==> src/rtl/dac_play_sequencer_pkg.sv <==
// Shared types and widths for the DAC playback sequencer.
package dac_play_sequencer_pkg;

    localparam int DAC_ADDR_W = 11;   // sample address / loop-length width (BRAM depth)
    localparam int DAC_REP_W  = 16;   // repeat count and loop counter width

    typedef enum logic [1:0] {
        IDLE  = 2'd0,
        ARMED = 2'd1,
        RUN   = 2'd2
    } seq_state_t;

    // Configuration captured at arm time; nothing downstream sees live CSR values.
    typedef struct packed {
        logic [1:0]            mask;
        logic [DAC_ADDR_W-1:0] len0;
        logic [DAC_ADDR_W-1:0] len1;
        logic [DAC_REP_W-1:0]  rep;
        logic                  trig_mode;
    } dac_seq_cfg_t;

    // An arm request is valid when at least one channel is on and every
    // enabled channel has a non-zero loop length.
    function automatic logic cfg_valid(input logic [1:0] mask,
                                       input logic [DAC_ADDR_W-1:0] len0,
                                       input logic [DAC_ADDR_W-1:0] len1);
        return (mask != 2'b00) &&
               !(mask[0] && (len0 == '0)) &&
               !(mask[1] && (len1 == '0));
    endfunction

endpackage

==> src/rtl/dac_play_sequencer_if.sv <==
// CSR-side controls and DAC-controller-side outputs of the playback sequencer.
interface dac_play_sequencer_if
    import dac_play_sequencer_pkg::*;
#(
    parameter int ADDR_WIDTH = DAC_ADDR_W,
    parameter int REP_WIDTH  = DAC_REP_W
);
    logic                  csr_arm_i;
    logic                  csr_abort_i;
    logic [1:0]            csr_ch_mask_i;
    logic [ADDR_WIDTH-1:0] csr_len0_i;
    logic [ADDR_WIDTH-1:0] csr_len1_i;
    logic [REP_WIDTH-1:0]  csr_repeat_i;
    logic                  csr_trig_mode_i;
    logic                  trig_i;
    logic                  dac_en0_o;
    logic                  dac_en1_o;
    logic [ADDR_WIDTH-1:0] dac_len0_o;
    logic [ADDR_WIDTH-1:0] dac_len1_o;
    logic                  busy_o;
    logic                  done_o;
    logic                  cfg_err_o;
    logic [REP_WIDTH-1:0]  loops_done_o;

    // CSR block / trigger source side
    modport master (
        output csr_arm_i, csr_abort_i, csr_ch_mask_i, csr_len0_i, csr_len1_i,
               csr_repeat_i, csr_trig_mode_i, trig_i,
        input  dac_en0_o, dac_en1_o, dac_len0_o, dac_len1_o, busy_o, done_o,
               cfg_err_o, loops_done_o
    );

    // Sequencer side
    modport slave (
        input  csr_arm_i, csr_abort_i, csr_ch_mask_i, csr_len0_i, csr_len1_i,
               csr_repeat_i, csr_trig_mode_i, trig_i,
        output dac_en0_o, dac_en1_o, dac_len0_o, dac_len1_o, busy_o, done_o,
               cfg_err_o, loops_done_o
    );
endinterface

==> src/rtl/dac_play_sequencer_loop_counter.sv <==
// Master-channel phase counter with wrap detect and saturating loop count.
module dac_seq_loop_counter #(
    parameter int ADDR_WIDTH = 11,
    parameter int REP_WIDTH  = 16
) (
    input  logic                  clk,
    input  logic                  rst,
    input  logic                  clear,
    input  logic                  run,
    input  logic [ADDR_WIDTH-1:0] len,
    output logic                  wrap,
    output logic [REP_WIDTH-1:0]  loops
);
    logic [ADDR_WIDTH-1:0] phase;

    // Last sample of a master loop; len is never 0 while run is high.
    assign wrap = run && (phase == len - ADDR_WIDTH'(1));

    // Phase sits at 0 outside RUN so the first RUN cycle is phase 0;
    // the loop count only moves on wraps and sticks at all-ones.
    always_ff @(posedge clk) begin
        if (rst) begin
            phase <= '0;
            loops <= '0;
        end else begin
            phase <= (run && !wrap) ? phase + ADDR_WIDTH'(1) : '0;
            if (clear)
                loops <= '0;
            else if (wrap && (loops != '1))
                loops <= loops + REP_WIDTH'(1);
        end
    end
endmodule

==> src/rtl/dac_play_sequencer.sv <==
// Playback scheduler: latches config on arm, starts on arm or trigger edge,
// gates the DAC controller enables for repeat*L master samples.
module dac_play_sequencer
    import dac_play_sequencer_pkg::*;
#(
    // Widths must match the package widths used by dac_seq_cfg_t.
    parameter int ADDR_WIDTH = DAC_ADDR_W,
    parameter int REP_WIDTH  = DAC_REP_W
) (
    input  logic                 clk,
    input  logic                 rst,
    dac_play_sequencer_if.slave  bus
);
    seq_state_t            state;
    dac_seq_cfg_t          cfg;
    logic                  trig_q;
    logic                  en0, en1, busy, done, cfg_err;
    logic                  wrap;
    logic [REP_WIDTH-1:0]  loops;
    logic [ADDR_WIDTH-1:0] master_len;
    logic                  trig_edge, arm_ok, accept, last_wrap, cnt_run;

    assign trig_edge  = bus.trig_i && !trig_q;
    assign arm_ok     = cfg_valid(bus.csr_ch_mask_i, bus.csr_len0_i, bus.csr_len1_i);
    assign accept     = (state == IDLE) && bus.csr_arm_i && !bus.csr_abort_i && arm_ok;
    assign master_len = cfg.mask[0] ? cfg.len0 : cfg.len1;
    // Abort wins over a wrap in the same cycle, so the count holds its value.
    assign cnt_run    = (state == RUN) && !bus.csr_abort_i;
    assign last_wrap  = wrap && (cfg.rep != '0) && (loops == cfg.rep - REP_WIDTH'(1));

    dac_seq_loop_counter #(
        .ADDR_WIDTH (ADDR_WIDTH),
        .REP_WIDTH  (REP_WIDTH)
    ) u_loop_cnt (
        .clk   (clk),
        .rst   (rst),
        .clear (accept),
        .run   (cnt_run),
        .len   (master_len),
        .wrap  (wrap),
        .loops (loops)
    );

    // Sequencer FSM with registered enables and status pulses.
    always_ff @(posedge clk) begin
        if (rst) begin
            state   <= IDLE;
            cfg     <= '0;
            trig_q  <= 1'b0;
            en0     <= 1'b0;
            en1     <= 1'b0;
            busy    <= 1'b0;
            done    <= 1'b0;
            cfg_err <= 1'b0;
        end else begin
            trig_q  <= bus.trig_i;
            done    <= 1'b0;
            cfg_err <= 1'b0;
            if (bus.csr_abort_i) begin
                state <= IDLE;
                en0   <= 1'b0;
                en1   <= 1'b0;
                busy  <= 1'b0;
            end else begin
                case (state)
                    IDLE: begin
                        if (bus.csr_arm_i) begin
                            if (!arm_ok) begin
                                cfg_err <= 1'b1;
                            end else begin
                                cfg.mask      <= bus.csr_ch_mask_i;
                                cfg.len0      <= bus.csr_len0_i;
                                cfg.len1      <= bus.csr_len1_i;
                                cfg.rep       <= bus.csr_repeat_i;
                                cfg.trig_mode <= bus.csr_trig_mode_i;
                                busy          <= 1'b1;
                                if (bus.csr_trig_mode_i) begin
                                    state <= ARMED;
                                end else begin
                                    state <= RUN;
                                    en0   <= bus.csr_ch_mask_i[0];
                                    en1   <= bus.csr_ch_mask_i[1];
                                end
                            end
                        end
                    end
                    ARMED: begin
                        if (trig_edge) begin
                            state <= RUN;
                            en0   <= cfg.mask[0];
                            en1   <= cfg.mask[1];
                        end
                    end
                    RUN: begin
                        if (last_wrap) begin
                            state <= IDLE;
                            en0   <= 1'b0;
                            en1   <= 1'b0;
                            busy  <= 1'b0;
                            done  <= 1'b1;
                        end
                    end
                    default: state <= IDLE;
                endcase
            end
        end
    end

    assign bus.dac_en0_o    = en0;
    assign bus.dac_en1_o    = en1;
    assign bus.dac_len0_o   = cfg.len0;
    assign bus.dac_len1_o   = cfg.len1;
    assign bus.busy_o       = busy;
    assign bus.done_o       = done;
    assign bus.cfg_err_o    = cfg_err;
    assign bus.loops_done_o = loops;
endmodule
==> src/flat_wrapper.sv <==
// flat-port wrapper written by rule: the top's interface ports become plain ports
module dac_play_sequencer_flat import dac_play_sequencer_pkg::*;
#(
                                                                  
    parameter int ADDR_WIDTH = DAC_ADDR_W,
    parameter int REP_WIDTH  = DAC_REP_W
)
  (clk, rst, bus_csr_arm_i, bus_csr_abort_i, bus_csr_ch_mask_i, bus_csr_len0_i, bus_csr_len1_i, bus_csr_repeat_i, bus_csr_trig_mode_i, bus_trig_i, bus_dac_en0_o, bus_dac_en1_o, bus_dac_len0_o, bus_dac_len1_o, bus_busy_o, bus_done_o, bus_cfg_err_o, bus_loops_done_o);
  dac_play_sequencer_if #(.ADDR_WIDTH(ADDR_WIDTH), .REP_WIDTH(REP_WIDTH)) bus_i ();
  input  logic clk;
  input  logic rst;
  input wire logic [$bits(bus_i.csr_arm_i)-1:0] bus_csr_arm_i;
  input wire logic [$bits(bus_i.csr_abort_i)-1:0] bus_csr_abort_i;
  input wire logic [$bits(bus_i.csr_ch_mask_i)-1:0] bus_csr_ch_mask_i;
  input wire logic [$bits(bus_i.csr_len0_i)-1:0] bus_csr_len0_i;
  input wire logic [$bits(bus_i.csr_len1_i)-1:0] bus_csr_len1_i;
  input wire logic [$bits(bus_i.csr_repeat_i)-1:0] bus_csr_repeat_i;
  input wire logic [$bits(bus_i.csr_trig_mode_i)-1:0] bus_csr_trig_mode_i;
  input wire logic [$bits(bus_i.trig_i)-1:0] bus_trig_i;
  output wire logic [$bits(bus_i.dac_en0_o)-1:0] bus_dac_en0_o;
  output wire logic [$bits(bus_i.dac_en1_o)-1:0] bus_dac_en1_o;
  output wire logic [$bits(bus_i.dac_len0_o)-1:0] bus_dac_len0_o;
  output wire logic [$bits(bus_i.dac_len1_o)-1:0] bus_dac_len1_o;
  output wire logic [$bits(bus_i.busy_o)-1:0] bus_busy_o;
  output wire logic [$bits(bus_i.done_o)-1:0] bus_done_o;
  output wire logic [$bits(bus_i.cfg_err_o)-1:0] bus_cfg_err_o;
  output wire logic [$bits(bus_i.loops_done_o)-1:0] bus_loops_done_o;
  assign bus_i.csr_arm_i = bus_csr_arm_i;
  assign bus_i.csr_abort_i = bus_csr_abort_i;
  assign bus_i.csr_ch_mask_i = bus_csr_ch_mask_i;
  assign bus_i.csr_len0_i = bus_csr_len0_i;
  assign bus_i.csr_len1_i = bus_csr_len1_i;
  assign bus_i.csr_repeat_i = bus_csr_repeat_i;
  assign bus_i.csr_trig_mode_i = bus_csr_trig_mode_i;
  assign bus_i.trig_i = bus_trig_i;
  assign bus_dac_en0_o = bus_i.dac_en0_o;
  assign bus_dac_en1_o = bus_i.dac_en1_o;
  assign bus_dac_len0_o = bus_i.dac_len0_o;
  assign bus_dac_len1_o = bus_i.dac_len1_o;
  assign bus_busy_o = bus_i.busy_o;
  assign bus_done_o = bus_i.done_o;
  assign bus_cfg_err_o = bus_i.cfg_err_o;
  assign bus_loops_done_o = bus_i.loops_done_o;
  dac_play_sequencer #(.ADDR_WIDTH(ADDR_WIDTH), .REP_WIDTH(REP_WIDTH)) u_core (.clk(clk), .rst(rst), .bus(bus_i));
endmodule
==> config.mk <==
export PLATFORM = sky130hd
export DESIGN_NAME = dac_play_sequencer_flat
export DESIGN_NICKNAME = d
export VERILOG_FILES = /design/src/rtl/dac_play_sequencer_pkg.sv /design/src/rtl/dac_play_sequencer_if.sv /design/src/rtl/dac_play_sequencer_loop_counter.sv /design/src/rtl/dac_play_sequencer.sv /design/src/flat_wrapper.sv
export SDC_FILE = /design/constraint.sdc
export NUM_CORES = 1
export LEC_CHECK = 0
export CAP_MARGIN = 20
export CORE_ASPECT_RATIO = 2
export CORE_MARGIN = 2
export CORE_UTILIZATION = 47
export DETAILED_ROUTE_END_ITERATION = 6
export PLACE_DENSITY_LB_ADDON = 0.1
export SKIP_CTS_REPAIR_TIMING = 1
export SYNTH_ARGS = -nofsm -noshare
export SYNTH_HDL_FRONTEND = slang
export SYNTH_HIERARCHICAL = 1
export SYNTH_SLANG_ARGS = --single-unit
==> constraint.sdc <==
create_clock -name clk -period 3.88 [get_ports clk]
set_input_delay 0.97 -clock clk [delete_from_list [all_inputs] [get_ports clk]]
set_output_delay 0.97 -clock clk [all_outputs]
set_load 0.02 [all_outputs]
After elaboration in Yosys (flattened, before gate mapping) --
Index checks and enable logic that the tools add are counted.
Word-level totals: input port bits 46, word-level logic and storage cells 90, bits in registers 75
Operators by class: $add $sub $neg 4, reduce and logical (&&, ||, !) cells 35, muxes and demuxes 23, bitwise logic cells 5, eq/ne operators 10
Operators by type and width (number):
- $logic_not A11 Y1 | 2
- $add A16 B1 Y16 const B | 1
- $eq A16 B16 Y1 | 1
- $ne A16 B16 Y1 const B | 1
- $reduce_bool A16 Y1 | 1
- $sub A16 B1 Y16 const B | 1
- $logic_and A1 B1 Y1 | 14
- $mux W1 | 13
- $reduce_and A4 Y1 | 3
- $add A11 B1 Y11 const B | 1
- $eq A11 B11 Y1 | 1
- $mux W11 | 1
- $sub A11 B1 Y11 const B | 1
- $mux W2 | 5
- $ne A2 B1 Y1 const B | 3
- $pmux W1 S3 | 2
- $pmux W2 S3 | 1
- $reduce_and A6 Y1 | 1
- $reduce_or A2 Y1 | 3
- $logic_not A1 Y1 | 5
- $not A1 Y1 | 5
- $ne A2 B2 Y1 const B | 2
- $reduce_bool A2 Y1 | 2
- $reduce_or A4 Y1 | 1
- 6 further kinds | 6

Logic depth before layout (Yosys ltp) --
Gate-level depths: netlist (run 1).
depth after elaboration 8, gate-level depth with buffers 17, depth with buffers taken out 17

Hierarchy --
Netlist (run 1), hierarchy kept.
Modules (own cells, without submodules):
- dac_play_sequencer | area each 2857.7 sq um, instances 1, cells each 360
- dac_seq_loop_counter | area each 1710.4 sq um, instances 1, cells each 221

Worst setup path after synthesis (run 1) --
Ideal clock, no wire load.
path kind flip-flop to flip-flop, from register u_core/cfg[39] in the netlist's numbering, to register u_core.state[1], stages on the path, launching flop included 17, slack -0.128 ns, arrival time 3.917 ns, data required time 3.789 ns, cells stage by stage dfxtp_1 > buf_1 > mux2_2 > or4_4 > or3_1 > and2_4 > nand2_1 > and4_1 > nand3_1 > nor2_1 > o2111ai_1 > or3_1 > nor4_4 > o2111ai_2 > o31ai_4 > a21oi_1 > a311oi_1
Between the ends: longest elaborated chain between the ends 8
RTL lines:
- start, declared | RTL line dac_play_sequencer.sv:15 | dac_seq_cfg_t cfg;
- $mux W11 | RTL line dac_play_sequencer.sv:26 | assign master_len = cfg.mask[0] ? cfg.len0 : cfg.len1;
- via u_core.master_len[2] | RTL line dac_play_sequencer.sv:20 | logic [ADDR_WIDTH-1:0] master_len;
- $sub A11 B1 Y11 | RTL line dac_play_sequencer_loop_counter.sv:17 | assign wrap = run && (phase == len - ADDR_WIDTH'(1));
- $eq A11 B11 Y1 | RTL line dac_play_sequencer_loop_counter.sv:17
- $logic_and A1 B1 Y1 | RTL line dac_play_sequencer_loop_counter.sv:17
- via u_core.wrap | RTL line dac_play_sequencer.sv:18 | logic wrap;
- $logic_and A1 B1 Y1 (2 in a row) | RTL line dac_play_sequencer.sv:29 | assign last_wrap = wrap && (cfg.rep != '0) && (loops == cfg.rep - REP_WIDTH'(1));
- $ne A2 B1 Y1 (no line)
- $reduce_and A4 Y1 (no line)
- end signal, assigned | RTL line dac_play_sequencer.sv:47 | state <= IDLE;
- end signal, assigned | RTL line dac_play_sequencer.sv:60 | state <= IDLE;
- end signal, assigned | RTL line dac_play_sequencer.sv:78 | state <= ARMED;
- end, declared | RTL line dac_play_sequencer.sv:14 | seq_state_t state;
The timed path passes the listed nets, and every way through them passes these cells. A chain may end at the register's enable or synchronous reset.

Worst setup path in the final report (run 1) --
from register u_core/cfg[39] in the netlist's numbering, to register u_core.state[0]
Same word-level chain as after synthesis.

==> impl_metrics.toml, run 1 <==
[outcome]
status = "finished clean"

[grt]
grt_pass1_wl_mm = 22.56
antenna_found_initial = 0
grt-ovfl-total = 0
gr-usage-all-layers_pct = 28.52
grt_max_degree = 44
grt_pass1_vias = 4526

[routing]
drc = 0
drt_iter0_drc = 188
routedWlPerCell_um = 18.68
avgViaCountPerCell = 5.899
drt_pass1_iterations = 4
vias = 4536
ant_nets = 0
finalWirelength_mm = 14.37

[synthesis]
synth_most_common_cell = "nand2_1"
synth_top_family_by_area = "simple AND/OR/NAND/NOR gates"
synthTopCellsByCount = "115 x nand2_1, 75 x dfxtp_1, 57 x a21oi_1, 41 x nor2_1, 23 x buf_4"
yosysSeqAreaShare_pct = 32.87
netlist_area_um2 = 4568
synth_edf_count = 0
netlist_instances = 581
synth_cell_type_count = 72
syn-num-nets = 635
synth_warnings = 6
synthAdderAreaFrac_pct = 2.191
synth_async_sr_flop_share_pct = 0
synth-simple-area-share_pct = 29.09
ys_seq_elements = 75
synth_compound_area_share_pct = 15.69
synth_top_cells_by_area = "dfxtp_1 33%, nand2_1 9.4%, a21oi_1 6.2%, xor2_1 3.8%, buf_4 3.8%"
synth_top_cell_area_share_pct = 32.87
ys.flop_type = "dfxtp_1"
avgSynthCellArea_um2 = 7.863
synth_area_leader_cell = "dfxtp_1"
synth_mux_area_share_pct = 4.245
synthXorXnorAreaFrac_pct = 7.998

[pwr]
p_int_mw = 1.494
combPwrFrac_pct = 20.8
p_total_mw = 2.086
total_leakage_power_nw = 2.203
power.density_nw_per_um2 = 357.6
switchingPower_uw = 592.0
clockPowerShare_pct = 39.7
power.share.sequential_pct = 39.5
vdd_drop_max_uv = 325.6
swShare_pct = 28.38

[critical_path]
reg2reg_to = "u_core/state[0]$_SDFFE_PP0P_"
cp.arrival_ns = 4.13
startpoint = "u_core/cfg[39]$_SDFFE_PP0P_"
crit_path_end = "u_core/state[0]$_SDFFE_PP0P_"
cp.required_ns = 4.15
r2r_slack_ns = 0.02
worst_setup_path_end_kind = "flip-flop"
critPathMaxFanout = 5
path_class = "reg -> reg"
r2r-start = "u_core/cfg[39]$_SDFFE_PP0P_"
worstSetupStartpointType = "flip-flop"
reg2reg_depth = 16

[cells_and_area]
drive_gt1_share_pct = 14.59
seqCellArea_um2 = 1505
n_antenna_cell = 0
multi_input_area_um2 = 2741
nets = 714
finalInstanceArea_um2 = 5833
final.fill_count = 862
syn_to_final_growth_pct = 27.69

[sta]
slew_violations = 0
fin_crit_sh_pct = 99.39
grt_setup_unrepaired = "yes"
slew_headroom_pct = 64.87
hold_viol_final = 0
min_period_ns = 3.856
max_freq_ghz = 0.2593
fin_worst_skew_ns = 0.003257
worst_slew_pin_slew_ns = 0.5245
setup_viol = 0

[min_path]
min_path_cells = 2
hp-class = "reg -> reg"

[die]
start_util_pct = 48.68
dieArea_um2 = 10570
rows = 50
die_w_um = 73.71
fp.coreArea_um2 = 9384
io_pins = 89
die_height_um = 143.4

[clocking]
clock-sinks = 75
path_clk_slew_ns = 0.06
htreeDepth = 3
cts_buffer_depth = 2
cts_tree = "built"
clk-insertion-delay-late_ns = 0.34
clock-root-buffer = "clkbuf_16"
cts_buffers = 9

[placed_design]
dp_hpwl_mm = 11.16
portBuffers = 88
dpl_cell_area_um2 = 5495
gp_congestion = 0.9137

[job]
cap_violations = 0
## cell families after synthesis
| family | count (synthesis) |
|---|---|
| XOR/XNOR | 40 |
| AO/OA/AOI/OAI | 111 |
| AND/OR/NAND/NOR | 264 |
| buffers and inverters | 65 |
| flip-flops | 75 |
| adder cells (fa/ha/maj) | 8 |
| multiplexers | 18 |
## critical path: stages (launching register included)
cell	delay [ns]
dfxtp_4	0.39
mux2_4	0.32
or4_4	0.56
or3_4	0.35
and2_4	0.17
nand2_2	0.05
and4_1	0.20
nand3_1	0.07
nor2_1	0.09
o2111ai_1	0.10
or3_4	0.41
nor4_4	0.15
o2111ai_2	0.18
o31ai_4	0.32
buf_4	0.18
nand4_1	0.09
a21oi_1	0.17
## routing by layer
| metal | vias up | routed length, um | GRT usage, % |
|---|---|---|---|
| li1 | 2184 | - | - |
| met1 | 2167 | 4929 | 26.21 |
| met2 | 137 | 8283 | 55.45 |
| met3 | 48 | 400 | 3.927 |
| met4 | 0 | 754 | 17.42 |
| met5 | - | 0 | 0 |
## stage by stage
stage	utilization (%)	hold WS [ns]	std cells	setup WS (ns)	TNS, ns
2_1_floorplan	-	0.4365	581	0.01726	0
3_3_place_gp	58.56	0.4448	753	0.05888	0
3_5_place_dp	58.56	0.4502	753	-0.06881	-0.1122
4_1_cts	61.69	0.4582	769	-0.07675	-0.1550
5_1_grt	62.16	0.4832	769	-0.1589	-0.4744
6_report	62.16	0.4577	769	0.02354	0
## power groups by stage
stage / combinational, mW / clock [mW] / sequential (mW)
floorplan: 0.276 / 0 / 0.829
global placement: 0.417 / 0 / 0.840
detailed placement: 0.423 / 0 / 0.840
CTS: 0.425 / 0.846 / 0.823
global route: 0.470 / 0.873 / 0.826
finish: 0.434 / 0.828 / 0.823
## final cells by class
class | instances | area share, %
multi-input cells | 441 | 47.00
flip-flops and latches | 75 | 25.80
repair buffers | 117 | 18.90
clock buffers | 9 | 3.861
well taps | 104 | 2.231
clock inverters | 7 | 1.180
inverters | 16 | 1.030
## sequential cells by signal, summed over array words and instances (netlist names), 2 cells and up
| signal | cells |
|---|---|
| u_core/state | 2 |
| u_core/u_loop_cnt/loops | 16 |
| u_core/u_loop_cnt/phase | 11 |
| u_core/bus.dac_len1_o | 11 |
| u_core/bus.dac_len0_o | 11 |
| u_core/cfg | 18 |
## cell usage in the layout, fill, tap and decap left out, types with 11 or more instances in the layout
cell type | Yosys | layout
clkdlybuf4s50_1 | 0 | 88
nand3_1 | 21 | 21
dfxtp_1 | 75 | 74
nand2_1 | 115 | 114
nand4_1 | 11 | 11
buf_4 | 23 | 28
a21oi_1 | 57 | 57
inv_1 | 14 | 14
xnor2_1 | 18 | 18
nor2_1 | 41 | 41
xor2_1 | 20 | 20
nor3_1 | 13 | 12
## how the worst min path moves through the flow
stage	startpoint	to	slack, ns
detailed placement	u_core/cfg[40]$_SDFFE_PP0P_	u_core/cfg[40]$_SDFFE_PP0P_	0.45
floorplan	u_core/cfg[40]$_SDFFE_PP0P_	u_core/cfg[40]$_SDFFE_PP0P_	0.44
global placement	u_core/cfg[40]$_SDFFE_PP0P_	u_core/cfg[40]$_SDFFE_PP0P_	0.44
finish	u_core/cfg[40]$_SDFFE_PP0P_	u_core/cfg[40]$_SDFFE_PP0P_	0.46
global route	u_core/cfg[40]$_SDFFE_PP0P_	u_core/cfg[40]$_SDFFE_PP0P_	0.48
CTS	u_core/cfg[40]$_SDFFE_PP0P_	u_core/cfg[40]$_SDFFE_PP0P_	0.46
Power figures use the tool's default switching activity.
==> run 2, diff against run 1 <==
- CORE_MARGIN: 2 -> 5
==> impl_metrics.toml, run 2 (synthesis gave the netlist of run 1 again) <==
[grt]
use_met2_pct = 49.50
grt_pass1_vias = 4528
use_met3_pct = 3.614
grt_pass1_wl_mm = 22.73
grt-ovfl-total = 0
busiest_layer = "met2"
grt_max_degree = 46
gr-usage-all-layers_pct = 24.87
use_met1_pct = 22.73
antenna_found_initial = 0

[sta]
fin_ws_ns = -0.03427
grt_setup_unrepaired = "yes"
finalSetupTns_ns = -0.08026
worst_slew_pin_slew_ns = 0.4935
fin_crit_sh_pct = 100.9
setup_viol = 3
fin_worst_skew_ns = 0.008285
hold_viol_final = 0
min_period_ns = 3.914
slew_violations = 0
slew_headroom_pct = 67.10
hold_slack_ns = 0.4668
max_freq_ghz = 0.2555

[die]
io_pins = 89
fp.coreArea_um2 = 9635
die_w_um = 79.71
die_height_um = 149.4
start_util_pct = 47.41
dieArea_um2 = 11910
rows = 51

[outcome]
status = "finished, violations left"
violations = "setup timing"

[pwr]
power.share.sequential_pct = 38.2
p_int_mw = 1.566
vdd_drop_max_uv = 263.4
switchingPower_uw = 587.2
clockPowerShare_pct = 40.7
combPwrFrac_pct = 21.0
total_leakage_power_nw = 2.241
power.density_nw_per_um2 = 362.0
swShare_pct = 27.27

[cells_and_area]
syn_to_final_growth_pct = 30.21
n_antenna_cell = 0
layout_common_cells = "114 x nand2_1, 87 x clkdlybuf4s50_1, 74 x dfxtp_1"
largest_registers = "u_core/cfg (18), u_core/u_loop_cnt/loops (16)"
final.fill_count = 883
largest_reg_flops = 18
finalInstanceArea_um2 = 5948
instances_no_fill = 801
nets = 720
final_util_pct = 61.73
regMostFlops = "u_core/cfg"
drive_gt1_share_pct = 15.55
final_common_cell = "nand2_1"

[clocking]
htreeDepth = 3
cts_tree = "built"
cts_buffer_depth = 2
path_clk_slew_ns = 0.06
clock-sinks = 75
clock-root-buffer = "clkbuf_16"
clk-insertion-delay-late_ns = 0.34
cts_buffers = 9

[placed_design]
dp_cells = 784
dp_hpwl_mm = 11.30
dpl_cell_area_um2 = 5548
portBuffers = 88
gp_congestion = 0.9245

[critical_path]
cp.arrival_ns = 4.16
worstSetupStartpointType = "flip-flop"
cp.required_ns = 4.13
reg2reg_depth = 15
critPathMaxFanout = 7
worst_setup_path_end_kind = "flip-flop"
path_class = "reg -> reg"

[routing]
drt_iter0_drc = 226
drt_pass1_iterations = 5
ant_nets = 0
vias = 4483
avgViaCountPerCell = 5.597
routedWlPerCell_um = 18.24
drc = 0
finalWirelength_mm = 14.61

[min_path]
hp-class = "reg -> reg"
min_path_cells = 2

[job]
cap_violations = 0
## run 2: changes by cell type in the layout (fill, tap and decap cells not counted), moves of 2 or more
| cell | before | now |
|---|---|---|
| clkinv_2 | 3 | 1 |
| a21oi_1 | 57 | 55 |
| a21oi_2 | 1 | 3 |
| buf_4 | 28 | 33 |
## run 2: final timing paths
check,startpoint,end,slack [ns]
min,u_core/cfg[40]$_SDFFE_PP0P_,u_core/cfg[40]$_SDFFE_PP0P_,0.47
max,u_core/cfg[39]$_SDFFE_PP0P_,u_core/bus.dac_en0_o$_SDFFE_PP0P_,-0.03
max reg2reg,u_core/cfg[39]$_SDFFE_PP0P_,u_core/bus.dac_en0_o$_SDFFE_PP0P_,-0.03
min reg2reg,u_core/cfg[40]$_SDFFE_PP0P_,u_core/cfg[40]$_SDFFE_PP0P_,0.47
## run 2: metal layers
layer | vias to the layer above | wire length, um
met5 | - | 0
met4 | 0 | 655
met3 | 39 | 493
met2 | 137 | 8437
met1 | 2116 | 5024
li1 | 2191 | -
## run 2: cell type report
cell class              instances  area, um^2  area share [%]
clock buffers                   9       225.2           3.786
clock inverters                 5       80.08           1.346
inverters                      16       60.06           1.010
multi-input cells             441        2758           46.36
flip-flops and latches         75        1505           25.30
well taps                     132       165.2           2.777
repair buffers                123        1155           19.42
## run 2: through the flow
step	setup slack, ns	power, mW
6_report	-0.03427	2.154
5_1_grt	-0.2240	2.238
4_1_cts	-0.1879	2.147
3_5_place_dp	-0.1630	1.272
3_3_place_gp	-0.07242	1.266
2_1_floorplan	0.01726	1.106
## run 2: critical path, stage by stage, from the launching register on
cell	delay (ns)
dfxtp_4	0.38
mux2_4	0.32
or4_4	0.56
or3_4	0.34
and2_4	0.17
nand2_2	0.05
and4_1	0.22
nand3_1	0.07
nor2_1	0.12
o2111ai_1	0.11
or3_4	0.39
nor4_4	0.14
o2111ai_2	0.18
o31ai_4	0.40
a31oi_1	0.14
a211oi_1	0.23
## run 2: power groups by stage
stage | Combinational, mW | Clock (mW) | Sequential [mW]
2_1_floorplan | 0.276 | 0 | 0.829
3_3_place_gp | 0.427 | 0 | 0.839
3_5_place_dp | 0.432 | 0 | 0.840
4_1_cts | 0.435 | 0.890 | 0.823
5_1_grt | 0.488 | 0.925 | 0.826
6_report | 0.453 | 0.877 | 0.823
